## src/rtl/mux16_scan_capture_pkg.sv

```systemverilog
// Shared types and sizes for the 16:1 mux scan-capture block.
// Holds the FSM state encoding and the scan/select widths.
package mux16_scan_capture_pkg;

  localparam int SCAN_WIDTH = 16;
  localparam int SEL_WIDTH  = 4;

  localparam logic [SEL_WIDTH-1:0] LAST_SEL = SEL_WIDTH'(SCAN_WIDTH - 1);

  typedef enum logic [1:0] {
    ST_IDLE   = 2'd0,
    ST_SETTLE = 2'd1,
    ST_SAMPLE = 2'd2,
    ST_DONE   = 2'd3
  } scan_state_e;

endpackage

```

## src/rtl/mux16_scan_capture_settle_timer.sv

```systemverilog
// Down-counter that measures the settle interval for each mux channel.
// done is high whenever the count has reached zero.
module scan_settle_timer #(
  parameter int WIDTH = 4
) (
  input  logic             clk,
  input  logic             rst_n,
  input  logic             load,
  input  logic [WIDTH-1:0] load_val,
  input  logic             count,
  output logic             done
);

  logic [WIDTH-1:0] cnt_q;

  always_ff @(posedge clk or negedge rst_n) begin
    if (!rst_n) begin
      cnt_q <= '0;
    end else if (load) begin
      cnt_q <= load_val;
    end else if (count && (cnt_q != '0)) begin
      cnt_q <= cnt_q - 1'b1;
    end
  end

  assign done = (cnt_q == '0);

endmodule

```

## src/rtl/mux16_scan_capture.sv

```systemverilog
// Walks a 16:1 mux select through all channels, samples y_in after a settle
// delay on each, and presents the completed 16-bit word with a valid/ready handshake.
module mux16_scan_capture
  import mux16_scan_capture_pkg::*;
#(
  parameter int unsigned SETTLE     = 2,
  parameter bit          INVERT_Y   = 1'b0,
  parameter bit          CONTINUOUS = 1'b0
) (
  input  logic                  clk,
  input  logic                  rst_n,
  input  logic                  start,
  input  logic                  abort,
  input  logic                  y_in,
  input  logic                  ready,
  output logic [SEL_WIDTH-1:0]  sel,
  output logic                  busy,
  output logic [SCAN_WIDTH-1:0] data,
  output logic                  valid
);

  // With no settle time each channel goes straight to its sample cycle.
  localparam scan_state_e FIRST_STATE = (SETTLE == 0) ? ST_SAMPLE : ST_SETTLE;
  localparam logic [3:0]  SETTLE_LOAD = (SETTLE > 0) ? 4'(SETTLE - 1) : 4'd0;

  scan_state_e           state_q, state_d;
  logic [SEL_WIDTH-1:0]  sel_q, sel_d;
  logic [SCAN_WIDTH-1:0] shadow_q, shadow_d;
  logic [SCAN_WIDTH-1:0] data_q, data_d;
  logic                  valid_q, valid_d;
  logic                  busy_q, busy_d;
  logic                  tmr_load, tmr_count, tmr_done;

  scan_settle_timer #(.WIDTH(4)) u_settle_timer (
    .clk      (clk),
    .rst_n    (rst_n),
    .load     (tmr_load),
    .load_val (SETTLE_LOAD),
    .count    (tmr_count),
    .done     (tmr_done)
  );

  always_ff @(posedge clk or negedge rst_n) begin
    if (!rst_n) begin
      state_q  <= ST_IDLE;
      sel_q    <= '0;
      shadow_q <= '0;
      data_q   <= '0;
      valid_q  <= 1'b0;
      busy_q   <= 1'b0;
    end else begin
      state_q  <= state_d;
      sel_q    <= sel_d;
      shadow_q <= shadow_d;
      data_q   <= data_d;
      valid_q  <= valid_d;
      busy_q   <= busy_d;
    end
  end

  // Abort overrides everything else, including the final capture into data.
  always_comb begin
    state_d   = state_q;
    sel_d     = sel_q;
    shadow_d  = shadow_q;
    data_d    = data_q;
    tmr_load  = 1'b0;
    tmr_count = 1'b0;

    if (abort) begin
      state_d = ST_IDLE;
      sel_d   = '0;
    end else begin
      unique case (state_q)
        ST_IDLE: begin
          if (start) begin
            state_d  = FIRST_STATE;
            sel_d    = '0;
            tmr_load = 1'b1;
          end
        end
        ST_SETTLE: begin
          if (tmr_done) begin
            state_d = ST_SAMPLE;
          end else begin
            tmr_count = 1'b1;
          end
        end
        ST_SAMPLE: begin
          shadow_d[sel_q] = y_in ^ INVERT_Y;
          if (sel_q == LAST_SEL) begin
            data_d  = shadow_d;
            sel_d   = '0;
            state_d = ST_DONE;
          end else begin
            sel_d    = sel_q + 1'b1;
            state_d  = FIRST_STATE;
            tmr_load = 1'b1;
          end
        end
        ST_DONE: begin
          if (ready) begin
            sel_d = '0;
            if (CONTINUOUS) begin
              state_d  = FIRST_STATE;
              tmr_load = 1'b1;
            end else begin
              state_d = ST_IDLE;
            end
          end
        end
        default: begin
          state_d = ST_IDLE;
          sel_d   = '0;
        end
      endcase
    end

    valid_d = (state_d == ST_DONE);
    busy_d  = (state_d == ST_SETTLE) || (state_d == ST_SAMPLE);
  end

  assign sel   = sel_q;
  assign busy  = busy_q;
  assign data  = data_q;
  assign valid = valid_q;

endmodule

```

## config.mk

```make
export PLATFORM = sky130hd
export DESIGN_NAME = mux16_scan_capture
export DESIGN_NICKNAME = d
export VERILOG_FILES = /design/src/rtl/mux16_scan_capture_pkg.sv /design/src/rtl/mux16_scan_capture_settle_timer.sv /design/src/rtl/mux16_scan_capture.sv
export SDC_FILE = /design/constraint.sdc
export NUM_CORES = 1
export LEC_CHECK = 0
export CORE_ASPECT_RATIO = 0.7
export CORE_UTILIZATION = 50
export CTS_BUF_LIST = sky130_fd_sc_hd__clkbuf_8
export DETAILED_ROUTE_END_ITERATION = 10
export DONT_BUFFER_PORTS = 1
export MAX_ROUTING_LAYER = met4
export SYNTH_ARGS = -nofsm -noshare
export SYNTH_HDL_FRONTEND = slang
export SYNTH_SLANG_ARGS = --single-unit
export TNS_END_PERCENT = 30
```

## constraint.sdc

```tcl
create_clock -name clk -period 3.3 [get_ports clk]
set_clock_uncertainty 0.1 [all_clocks]
set_input_delay 0.165 -clock clk [delete_from_list [all_inputs] [get_ports clk]]
set_output_delay 0.165 -clock clk [all_outputs]
set_load 0.005 [all_outputs]
```

==> run summary, run 1 <==
The run finished with clean final reports. The run gives 0 as the count of final max-slew check failures. At the pin with the least slew margin, the transition time is 0.627 ns. The tools report the worst setup slack for register-to-register paths as 1.01 ns. Routed signal wires occupy layers up through met4.

Measured along the y axis, the die boundary spans 56.3 um. The tools report the number of global-route vias before repair as 1326. Counting instances, the worst hold path has a depth of 2.

The worst setup slack before clock tree synthesis was 1.22 ns. The logs give 0 for the global-route congestion overflow total and 21.7% for the overall global routing resource usage. The run gives 1140 uW as the overall power consumption. After layout, the worst path uses 69.4% of the clock period.

At the worst endpoint, the required time is 3.37 ns. The tools report the sequential power share as 53.5%. The logs give 5 for the total clock buffers created by CTS and 831 uW for the cell-internal power. The antenna violation net count after detailed routing was 0; the synthesized area divided by synthesized cell count was 10.6 um2. The repair_antennas step left the layout with diodes totalling 0.

The post-synthesis sequential element count was 43. The met2 layer wire length in the routed design came out at 1.74 mm. Most frequent cell after synthesis: sky130_fd_sc_hd__dfrtp_1.

The run gives 0 as the Yosys warning count. Ranked by instance count, the synthesized netlist is headed by 43 x sky130_fd_sc_hd__dfrtp_1, 25 x sky130_fd_sc_hd__nand2_1, 20 x sky130_fd_sc_hd__nand3_1. The worst hold path terminates at data[9].

Post-synth design cell area: 2110 um2. The run gives 6.99 mm as the first-pass GRT wire length. Counting flops with a built-in enable in the synthesized netlist gives 0. In the post-synthesis netlist, the biggest area contributors are sky130_fd_sc_hd__dfrtp_1 51%, sky130_fd_sc_hd__mux2_2 8.0%, sky130_fd_sc_hd__mux2i_1 6.7%. CTS placed an instance of sky130_fd_sc_hd__clkbuf_8 at the clock tree root. Dividing the detail-routed wire length by the instance count gives 16.2 um. The tools report the endpoint of the lowest-slack register-to-register path as state_q[0]. For this run, the detailed router's first-pass iteration total came to 6. Adding up every negative setup slack in the final design gives 0 ns. The cell count after placement came out at 237. In this run the number of H-tree levels came out at 2.

TritonCTS built the clock tree. The layout has 336 filler cells. Dividing the detail-routed via count by the number of cells gives 5.64.

The net count of the finished layout is 210. The leakage power is 0.00110 uW. At the end of routability-driven placement, the weighted congestion stood at 0.765. The area enclosed by the die boundary came out at 4480 um2. sky130_fd_sc_hd__dfrtp_1 takes more of the synthesized area than any other cell. The number of different library cells used by synthesis comes to 29. For the final hold violation count, the log shows 0. The finished cells cover 2270 um2. The async set-or-reset flop fraction in the synthesized netlist is 100%.

In this run the power density over the cells is 503 nW/um2. The tool flagged a number of max-cap violations equal to 0. For the deepest clock path buffer count, the log shows 2. Largest vdd supply drop: 320 uV. Measured against its own limit, the worst slew margin works out to 58.1%.

For this design, the sink count on the clock tree is 43. The insertion delay of the later-clocked pin in the worst-skew pair is 0.29 ns, and the standard-cell row count is 19. STA puts the critical path data arrival time at 2.36 ns.

The total length of routed met3 wires came out at 223 um. The tools report the count of pins on the block boundary as 28. The post-CTS setup repair buffer count is 0, and the number of gates resized after CTS is 0. The run gives 2.69 mm as the half-perimeter wire length after detailed placement.

The share of final-layout standard cells stronger than drive strength 1 is 14.1%. The number of input and output port buffers inserted was 0. The run gives 212 as the total nets after synthesis. By startpoint and endpoint, the worst setup path is classified as flip-flop to flip-flop. The tools report the non-filler instance count after layout as 250. Summed over all nets, the switching power comes to 308 uW. The detailed-route DRC error count is 0. Setup violations remaining at the end of the flow were counted as 0. The worst setup path is captured at a flip-flop.

The count of mapped cells out of synthesis is 199. The kind of launch point of the worst setup path is a flip-flop. The region available for standard cell placement spans 3970 um2. The initial antenna violation count is 0, and the portion of synthesized cell area occupied by the leading cell type is 51.1%.

The post-detailed-placement cell area is 2110 um2. Entering global routing, the biggest net connects 44 pins. The layout-stage area growth over the synthesis result was 7.61%. The worst register-to-register path begins at u_settle_timer.cnt_q[0]. For the proportion of power drawn by combinational gates, the log shows 15.3%.

The number of cells traversed by the worst register-to-register path is 7, and the largest fanout of any net on the critical path is 4. The path category of the worst min-delay check is primary input to flip-flop. The clock-pin slew of the registers on the worst-case setup and hold paths works out to 0.08 ns. In the synthesized netlist the dominant register cell turns out to be sky130_fd_sc_hd__dfrtp_1. The startpoint of the lowest-slack hold path is y_in. The die extent in x was 79.6 um; the fraction of the yosys area taken by sequential cells was 51.1%. In the post-route analysis, the smallest setup slack over all paths is 1.01 ns.

The clock period could shrink to 2.29 ns. In this run switching power makes up 27.1% of total power. Wires add up to 4.04 mm. Setup repair after global routing left no endpoint under its margin. Timing would allow up to 437 MHz. The starting utilization of the core area was 53.0%; the via count of the routed design was 1409.

Of the total power, the clock network draws 31.1%. After the first detailed-routing iteration, the DRC count stood at 135. In this run, post-CTS hold repair placed 5 buffers.

In the final routing, the length of wire on met1 measures 2.04 mm.
-- power by group through the flow --
stage                     clock [uW]  sequential [uW]  combinational (uW)
after global placement             0              616                 140
after CTS                        363              609                 175
after floorplan                    0              605                 134
after global routing             390              617                 204
after detailed placement           0              619                 152
final                            355              609                 175
-- worst max-delay path by stage --
stage          slack [ns]          to  cells past startpoint               startpoint
6_report             1.01  state_q[0]                      7  u_settle_timer.cnt_q[0]
3_5_place_dp         1.22        busy                      6  u_settle_timer.cnt_q[0]
4_1_cts              1.02  state_q[0]                      7  u_settle_timer.cnt_q[0]
3_3_place_gp         1.28        busy                      6  u_settle_timer.cnt_q[0]
5_1_grt              0.79  state_q[0]                      7  u_settle_timer.cnt_q[0]
2_1_floorplan        1.50        busy                      6  u_settle_timer.cnt_q[0]
-- layout by cell type, fill, tap and decap left out --
cell	Yosys	routed
sky130_fd_sc_hd__a211oi_1	1	1
sky130_fd_sc_hd__a21oi_1	3	3
sky130_fd_sc_hd__a311oi_1	1	1
sky130_fd_sc_hd__a31oi_1	1	1
sky130_fd_sc_hd__buf_12	0	1
sky130_fd_sc_hd__buf_4	3	2
sky130_fd_sc_hd__clkbuf_8	0	7
sky130_fd_sc_hd__dfrtp_1	43	43
sky130_fd_sc_hd__dlygate4sd3_1	0	4
sky130_fd_sc_hd__ha_1	7	7
sky130_fd_sc_hd__inv_1	5	6
sky130_fd_sc_hd__mux2_1	4	4
sky130_fd_sc_hd__mux2_2	15	15
sky130_fd_sc_hd__mux2i_1	14	14
sky130_fd_sc_hd__nand2_1	25	25
sky130_fd_sc_hd__nand2b_1	4	4
sky130_fd_sc_hd__nand3_1	20	20
sky130_fd_sc_hd__nand4_1	3	3
sky130_fd_sc_hd__nor2_1	9	9
sky130_fd_sc_hd__nor2_2	1	1
sky130_fd_sc_hd__nor2b_1	3	3
sky130_fd_sc_hd__nor3_1	1	1
sky130_fd_sc_hd__nor3b_1	1	1
sky130_fd_sc_hd__nor3b_2	1	1
sky130_fd_sc_hd__nor4_2	1	1
sky130_fd_sc_hd__o211a_1	1	1
sky130_fd_sc_hd__o21ai_0	15	15
sky130_fd_sc_hd__o22ai_1	1	1
sky130_fd_sc_hd__or3b_1	1	1
sky130_fd_sc_hd__xnor2_1	2	2
-- state kept, by name (all words and copies together), names as in the netlist --
| signal | flops |
|---|---|
| data | 16 |
| shadow_q | 15 |
| sel | 4 |
| u_settle_timer.cnt_q | 4 |
| state_q | 2 |
| busy | 1 |
| valid | 1 |
-- cell families (layout without fill, tap and decap cells) --
logic type,Yosys count,count (layout),synth area share (%)
multiplexers,33,33,16.8
buffers and inverters,21,20,4.69
adder cells (fa/ha/maj),7,7,4.16
flip-flops,43,43,51.1
XOR/XNOR,2,2,0.832
AO/OA/AOI/OAI,23,23,6.12
AND/OR/NAND/NOR,70,70,16.3
-- worst max-delay path, stage by stage, from the launching register on --
cell,delay [ns]
sky130_fd_sc_hd__dfrtp_1,0.41
sky130_fd_sc_hd__inv_1,0.10
sky130_fd_sc_hd__ha_1,0.19
sky130_fd_sc_hd__nor3b_1,0.46
sky130_fd_sc_hd__a21oi_1,0.15
sky130_fd_sc_hd__nor2_1,0.10
sky130_fd_sc_hd__a311oi_1,0.07
sky130_fd_sc_hd__dlygate4sd3_1,0.59
-- area by class of cell --
type,count,area (um2),area share (%)
Multi-Input combinational cell,135,931,41.1
Tap cell,52,65.1,2.87
Sequential cell,43,1080,47.5
Inverter,5,18.8,0.828
Clock inverter,1,3.75,0.166
Timing Repair Buffer,7,75.1,3.31
Clock buffer,7,96.3,4.25
-- metal layers --
layer	track usage (%)	up-vias
li1	-	673
met1	31.8	697
met2	29.1	34
met3	6.34	5
met4	6.23	0
met5	-	-
-- through the flow --
step | hold slack, ns | utilization [%]
2_1_floorplan | -0.231 | -
3_5_place_dp | -0.230 | 53.0
4_1_cts | 0.00216 | 57.1
6_report | 0.00373 | 57.1
3_3_place_gp | -0.230 | 53.0
5_1_grt | 0.00303 | 57.1
Power figures use the tool's default switching activity.
==> run 2: changes to the inputs <==
- clock period: 3.3 -> 2.3 ns (I/O delays scaled with it)
==> run summary, run 2 (synthesized netlist as in run 1, its figures left out) <==
The layout-stage area growth over the synthesis result came out at 7.96% (was 7.61%). Kind of launch point of the worst setup path: a flip-flop (unchanged). The category of the critical setup timing path was flip-flop to flip-flop (unchanged). The largest fanout of any net on the critical path was 16 (was 4); the number of detailed-route iterations in the first pass was 4 (was 6). The half-perimeter wire length after detailed placement was 2.75 mm (was 2.69 mm).

The fraction of power spent switching nets works out to 27.4% (was 27.1%). The sum of negative setup slack came out at 0 ns (unchanged). The per-cell via count in the routed design is 5.42 (was 5.64), and the standard-cell row count is 19 (unchanged). The run gives 0 (unchanged) as the count of final max-slew check failures. The highest clock rate came out at 493 MHz (was 437 MHz). For the deepest clock path buffer count, the log shows 2 (unchanged). The tools report the antenna violation net count after detailed routing as 0 (unchanged). The overall routed net length was 3.87 mm (was 4.04 mm); the area of the placeable core was 3970 um2 (unchanged). The total power per unit cell area came out at 701 nW/um2 (was 503 nW/um2). The die extent in x is 79.6 um (unchanged), and the relative max-transition margin is 44.5% (was 58.1%). The tools report the overall global routing resource usage as 21.0% (was 21.7%).

The average wire per cell in the routed design works out to 15.4 um (was 16.2 um). TritonCTS built the clock tree. The slew at the pin with the worst max-slew slack is 0.829 ns (was 0.627 ns), and the starting utilization of the core area is 53.0% (unchanged). The DRC violation total after the first TritonRoute iteration was 98 (was 135); the number of flip-flops under the largest register name was 16 (unchanged). The category of the worst setup path capture point was a flip-flop (unchanged). The number of clock sinks seen by CTS was 43 (unchanged). For the total number of nets in the final design, the log shows 212 (was 210). The root cell of the clock tree was sky130_fd_sc_hd__clkbuf_8 (unchanged).

Leading cell types in the layout, fill and taps excluded: 43 x sky130_fd_sc_hd__dfrtp_1, 25 x sky130_fd_sc_hd__nand2_1, 20 x sky130_fd_sc_hd__nand3_1 (unchanged). Placer congestion estimate: 0.785 (was 0.765). The count of max-cap constraint violations came out at 0 (unchanged). The longest individual stage delay on the worst path came out at 0.43 ns (was 0.59 ns).

The flow ran to the end, and the final reports show no timing, DRC or antenna violations. The global-route congestion overflow total is 0 (unchanged). The number of input and output port buffers inserted is 0 (unchanged), and the switching power of the nets is 436 uW (was 308 uW).

The initial antenna violation count was 0 (unchanged). For the detailed-route DRC error count, the log shows 0 (unchanged). The vertical extent of the die is 56.3 um (unchanged), and the number of H-tree branching levels is 2 (unchanged).

Setup repair after global routing left no endpoint under its margin. Kind of cell adding the most delay to the critical path: simple AND/OR/NAND/NOR gates (was buffers and inverters). The logs give 1416 (was 1326) for the number of global-route vias before repair and 6.86 mm (was 6.99 mm) for the first-pass GRT wire length. The area taken by flip-flops and latches is 1080 um2 (unchanged). The share of the clock period used by the worst path after layout is 88.3% (was 69.4%), and the clock group share of total power is 29.6% (was 31.1%).

Master of the slowest instance on the critical path: sky130_fd_sc_hd__dfrtp_1 (was sky130_fd_sc_hd__dlygate4sd3_1). The time the worst path needs with I/O delays and setup works out to 2.03 ns (was 2.29 ns). Worst-path cell chain: ha_1 > nand3_1 > nand2b_1 > buf_4 > o21ai_0 (was inv_1 > ha_1 > nor3b_1 > a21oi_1 > nor2_1 > a311oi_1 > dlygate4sd3_1). Area enclosed by the die boundary: 4480 um2 (unchanged). For the count of pins on the block boundary, the log shows 28 (unchanged). The share of final-layout standard cells stronger than drive strength 1 was 15.6% (was 14.1%). The logs give 1160 uW (was 831 uW) for the cell-internal power and 0.29 ns (about the same) for the insertion delay of the later-clocked pin in the worst-skew pair.

The count of buffering cells on the critical path with inverters included was 1 (was 2). The tools report the sequential power share as 55.0% (was 53.5%). The run gives 0 (unchanged) as the number of antenna repair diodes. The tools report the total area of multi-input combinational cells as 936 um2 (was 931 um2). The leakage power is 0.00111 uW (was 0.00110 uW).

The path category of the worst min-delay check was primary input to flip-flop (unchanged). The maximum number of pins on one net before global-route repair is 44 (unchanged). The logs give 15.4% (was 15.3%) for the proportion of power drawn by combinational gates and 57.3% (was 57.1%) for the utilization after layout.

The run gives 364 uV (was 320 uV) as the largest vdd supply drop. The final-layout fill cell count is 329 (was 336). The total clock buffers created by CTS is 5 (unchanged), and the clock-pin slew of the registers on the worst-case setup and hold paths is 0.08 ns (about the same).

The via count of the routed design came out at 1360 (was 1409). For the required time reported for the critical path endpoint, the log shows 2.40 ns (was 3.37 ns). The signal arrival time at the worst endpoint is 2.13 ns (was 2.36 ns). The setup violation total in the final timing report was 0 (unchanged).

The tools report the final hold violation count as 0 (unchanged). Commonest non-fill, non-tap cell in the layout: sky130_fd_sc_hd__dfrtp_1 (unchanged).
## run 2: per-stage QoR
step / cells / total power, uW / instance area, um2 / hold slack (ns) / setup WS (ns)
floorplan: 199 / 1060 / 2110 / -0.281 / 0.501
global placement: 239 / 1090 / 2120 / -0.280 / 0.277
detailed placement: 239 / 1110 / 2120 / -0.280 / 0.195
CTS: 251 / 1600 / 2270 / 0.0155 / 0.178
global route: 251 / 1690 / 2270 / 0.0423 / 0.0599
finish: 251 / 1590 / 2270 / 0.0262 / 0.270
## run 2: area by class of cell
| type | count | area share, % |
|---|---|---|
| Clock buffer | 6 | 3.63 |
| Clock inverter | 1 | 0.220 |
| Inverter | 5 | 0.826 |
| Multi-Input combinational cell | 135 | 41.2 |
| Sequential cell | 43 | 47.3 |
| Tap cell | 52 | 2.86 |
| Timing Repair Buffer | 9 | 3.96 |
## run 2: worst paths after layout
| kind | from | endpoint | slack, ns | depth (start not counted) |
|---|---|---|---|---|
| max reg2reg | sel[1] | data[13] | 0.27 | 5 |
| min in group asynchronous | rst_n | data[12] | 0.18 | 2 |
| max | sel[1] | data[13] | 0.27 | 5 |
| min reg2reg | shadow_q[12] | shadow_q[12] | 0.40 | 1 |
| min | abort | sel[2] | 0.03 | 2 |
| max in group asynchronous | rst_n | state_q[0] | 1.71 | 2 |
## run 2: power by group through the flow
stage	clock (uW)	combinational (uW)	sequential, uW
after detailed placement	0	216	890
after global placement	0	202	884
after global routing	518	287	885
final	471	246	876
after CTS	483	247	874
after floorplan	0	193	869
## run 2: worst reg2reg max path, delay by kind of cell, from the launching register on
family | cells | cell delay (ns)
flops | 1 | 0.43
fa+ha+maj | 1 | 0.31
buf+inv | 1 | 0.30
simple gates | 2 | 0.59
compound gates | 1 | 0.21
## run 2: per-layer routing
metal	up-vias	GRT usage, %	part of all wire [%]
met1	644	30.0	50
met4	0	7.27	1.0
li1	677	-	-
met3	6	6.50	6.3
met2	33	28.1	43
met5	-	-	0
## run 2: what timing repair did
item,in CTS,in global routing
endpoints found under the setup margin,0,1
hold buffers,5,0
buffers inserted,0,0
hold endpoints to repair,75,0
gates resized for setup,0,1
==> run 3: changes to the inputs <==
- CAP_MARGIN: not set -> 20
- MAX_ROUTING_LAYER: met4 -> not set
==> run summary, run 3 (synthesized netlist as in run 1, its figures left out) <==
The run finished with clean final reports. The tools report the required time reported for the critical path endpoint as 2.40 ns (about the same). The setup slack of the critical path after layout is 0.263 ns (was 0.270 ns).

Layer with the highest usage after global routing: met1 (unchanged). The share of final-layout standard cells stronger than drive strength 1 was 15.6% (unchanged). The logs give 2 (unchanged) for the deepest clock path buffer count and 28 (unchanged) for the count of pins on the block boundary. The logs give 2.14 ns (was 2.13 ns) for the signal arrival time at the worst endpoint and 44 (unchanged) for the maximum number of pins on one net before global-route repair. Worst-path cell chain: ha_1 > nand3_1 > nand2b_1 > buf_4 > o21ai_0 (unchanged). The tools report the number of detailed-route iterations in the first pass as 4 (unchanged).

The run gives 1358 (was 1360) as the via count of the routed design. The tools report the area enclosed by the die boundary as 4480 um2 (unchanged). Total number of nets in the final design: 212 (unchanged). For the overall routed net length, the log shows 3.89 mm (was 3.87 mm). The time the worst path needs with I/O delays and setup works out to 2.04 ns (was 2.03 ns). The met2 track demand over resource in global routing is 28.2% (was 28.1%). Kind of launch point of the worst setup path: a flip-flop (unchanged).

The category of the critical setup timing path was flip-flop to flip-flop (unchanged). Detailed-route DRC error count: 0 (unchanged). Hold path depth: 2 (unchanged). The tools report the worst min-delay path endpoint as sel[2] (unchanged). The first-pass GRT wire length came out at 6.86 mm (unchanged). Number of clock sinks seen by CTS: 43 (unchanged). Count of final max-slew check failures: 0 (unchanged). For the initial antenna violation count, the log shows 0 (unchanged). The tools report the half-perimeter wire length after detailed placement as 2.75 mm (unchanged).

Longest individual stage delay on the worst path: 0.43 ns (about the same). Leading cell types in the layout, fill and taps excluded: 43 x sky130_fd_sc_hd__dfrtp_1, 25 x sky130_fd_sc_hd__nand2_1, 20 x sky130_fd_sc_hd__nand3_1 (unchanged). The met3 routing resource usage after global routing was 6.50% (unchanged). Path category of the worst min-delay check: primary input to flip-flop (unchanged). The number of antenna repair diodes was 0 (unchanged). The number of input and output port buffers inserted works out to 0 (unchanged). The starting utilization of the core area is 53.0% (unchanged), and the die extent in x is 79.6 um (unchanged). The tools report the relative max-transition margin as 44.8% (was 44.5%).

The layout-stage area growth over the synthesis result works out to 7.96% (unchanged). The utilization after layout was 57.3% (unchanged). The setup violation total in the final timing report was 0 (unchanged).

The tools report the placer congestion estimate as 0.775 (was 0.785). The worst setup slack for register-to-register paths was 0.26 ns (was 0.27 ns); the average wire per cell in the routed design was 15.5 um (was 15.4 um). For the worst setup slack before clock tree synthesis, the log shows 0.195 ns (unchanged).

The leakage power was 0.00111 uW (unchanged). The commonest non-fill, non-tap cell in the layout is sky130_fd_sc_hd__dfrtp_1 (unchanged). The standard-cell row count came out at 19 (unchanged). The number of flip-flops under the largest register name is 16 (unchanged), and the global-route congestion overflow total is 0 (unchanged). The met1 track demand over resource came out at 29.9% (was 30.0%). Category of the worst setup path capture point: a flip-flop (unchanged).

The number of global-route vias before repair was 1417 (was 1416). Root cell of the clock tree: sky130_fd_sc_hd__clkbuf_8 (unchanged). The largest vdd supply drop was 364 uV (about the same). Setup repair after global routing left no endpoint under its margin. The per-cell via count in the routed design is 5.41 (was 5.42). The tools report the source of the worst register-to-register timing path as sel[1] (unchanged).

The number of H-tree branching levels is 2 (unchanged). The clock-pin slew of the registers on the worst-case setup and hold paths is 0.08 ns (about the same). The logs give 20.4% (was 21.0%) for the overall global routing resource usage and 0 (unchanged) for the antenna violation net count after detailed routing. The largest fanout of any net on the critical path was 16 (unchanged); the number of cells traversed by the worst register-to-register path was 5 (unchanged).

The run gives 0 (unchanged) as the count of max-cap constraint violations. The tools report the sum of negative setup slack as 0 ns (unchanged). Endpoint of the lowest-slack register-to-register path: data[13] (unchanged). The total clock buffers created by CTS was 5 (unchanged). The vertical extent of the die was 56.3 um (unchanged). The master of the slowest instance on the critical path was sky130_fd_sc_hd__dfrtp_1 (unchanged). The tools report the highest clock rate as 491 MHz (was 493 MHz).

TritonCTS built the clock tree. The total power per unit cell area is 702 nW/um2 (was 701 nW/um2), and the DRC violation total after the first TritonRoute iteration is 88 (was 98). The tools report the startpoint of the lowest-slack hold path as abort (unchanged).

The tools report the final hold violation count as 0 (unchanged). The area of the placeable core was 3970 um2 (unchanged); the insertion delay of the later-clocked pin in the worst-skew pair was 0.29 ns (about the same). The share of the clock period used by the worst path after layout was 88.6% (was 88.3%); the slew at the pin with the worst max-slew slack was 0.825 ns (was 0.829 ns).
-- run 3: cell counts in the layout (fill, tap and decap cells not counted) --
No cell type changed its count.
-- run 3: area by class of cell --
class                      instances  area [um2]
tap                               52        65.1
sequential                        43        1080
multi-input combinational        135         936
clock inverter                     1        5.00
timing repair buffer               9        90.1
inverter                           5        18.8
fill                             329        1700
clock buffer                       6        82.6
-- run 3: report_power, final --
group | total [uW] | internal [uW] | switching [uW]
clock network | 475 | 236 | 240
registers | 876 | 814 | 61.7
logic | 246 | 107 | 139
-- run 3: timing repair --
action | in CTS | in global routing
setup buffers | 0 | 0
endpoints found under the hold margin | 75 | 0
hold buffers | 5 | 0
resized for setup | 0 | 1
endpoints found under the setup margin | 0 | 1
-- run 3: worst max-delay path by stage --
stage,start,end,slack [ns],depth (start not counted)
floorplan,u_settle_timer.cnt_q[0],busy,0.50,6
global placement,u_settle_timer.cnt_q[0],busy,0.28,6
detailed placement,u_settle_timer.cnt_q[0],busy,0.19,6
CTS,u_settle_timer.cnt_q[0],busy,0.18,6
global route,sel[1],data[13],0.06,5
finish,sel[1],data[13],0.26,5
-- run 3: worst max-delay path, delay by kind of cell, from the launching register on --
family,cells,cell delay (ns)
DFF,1,0.43
and+or+nand+nor,2,0.59
adders and majority gates,1,0.31
AOI/OAI and AO/OA,1,0.21
buffers and inverters,1,0.30
-- run 3: stage by stage --
stage / cells / hold WS, ns / total power [uW] / instance area (um2)
2_1_floorplan: 199 / -0.281 / 1060 / 2110
4_1_cts: 251 / 0.0155 / 1600 / 2270
3_5_place_dp: 239 / -0.280 / 1110 / 2120
3_3_place_gp: 239 / -0.280 / 1090 / 2120
5_1_grt: 251 / 0.0423 / 1690 / 2270
6_report: 251 / 0.0266 / 1600 / 2270
-- run 3: layer usage --
layer | vias up | routed length, um
li1 | 681 | -
met1 | 642 | 1960
met2 | 28 | 1640
met3 | 7 | 241
met4 | 0 | 46
met5 | - | 0
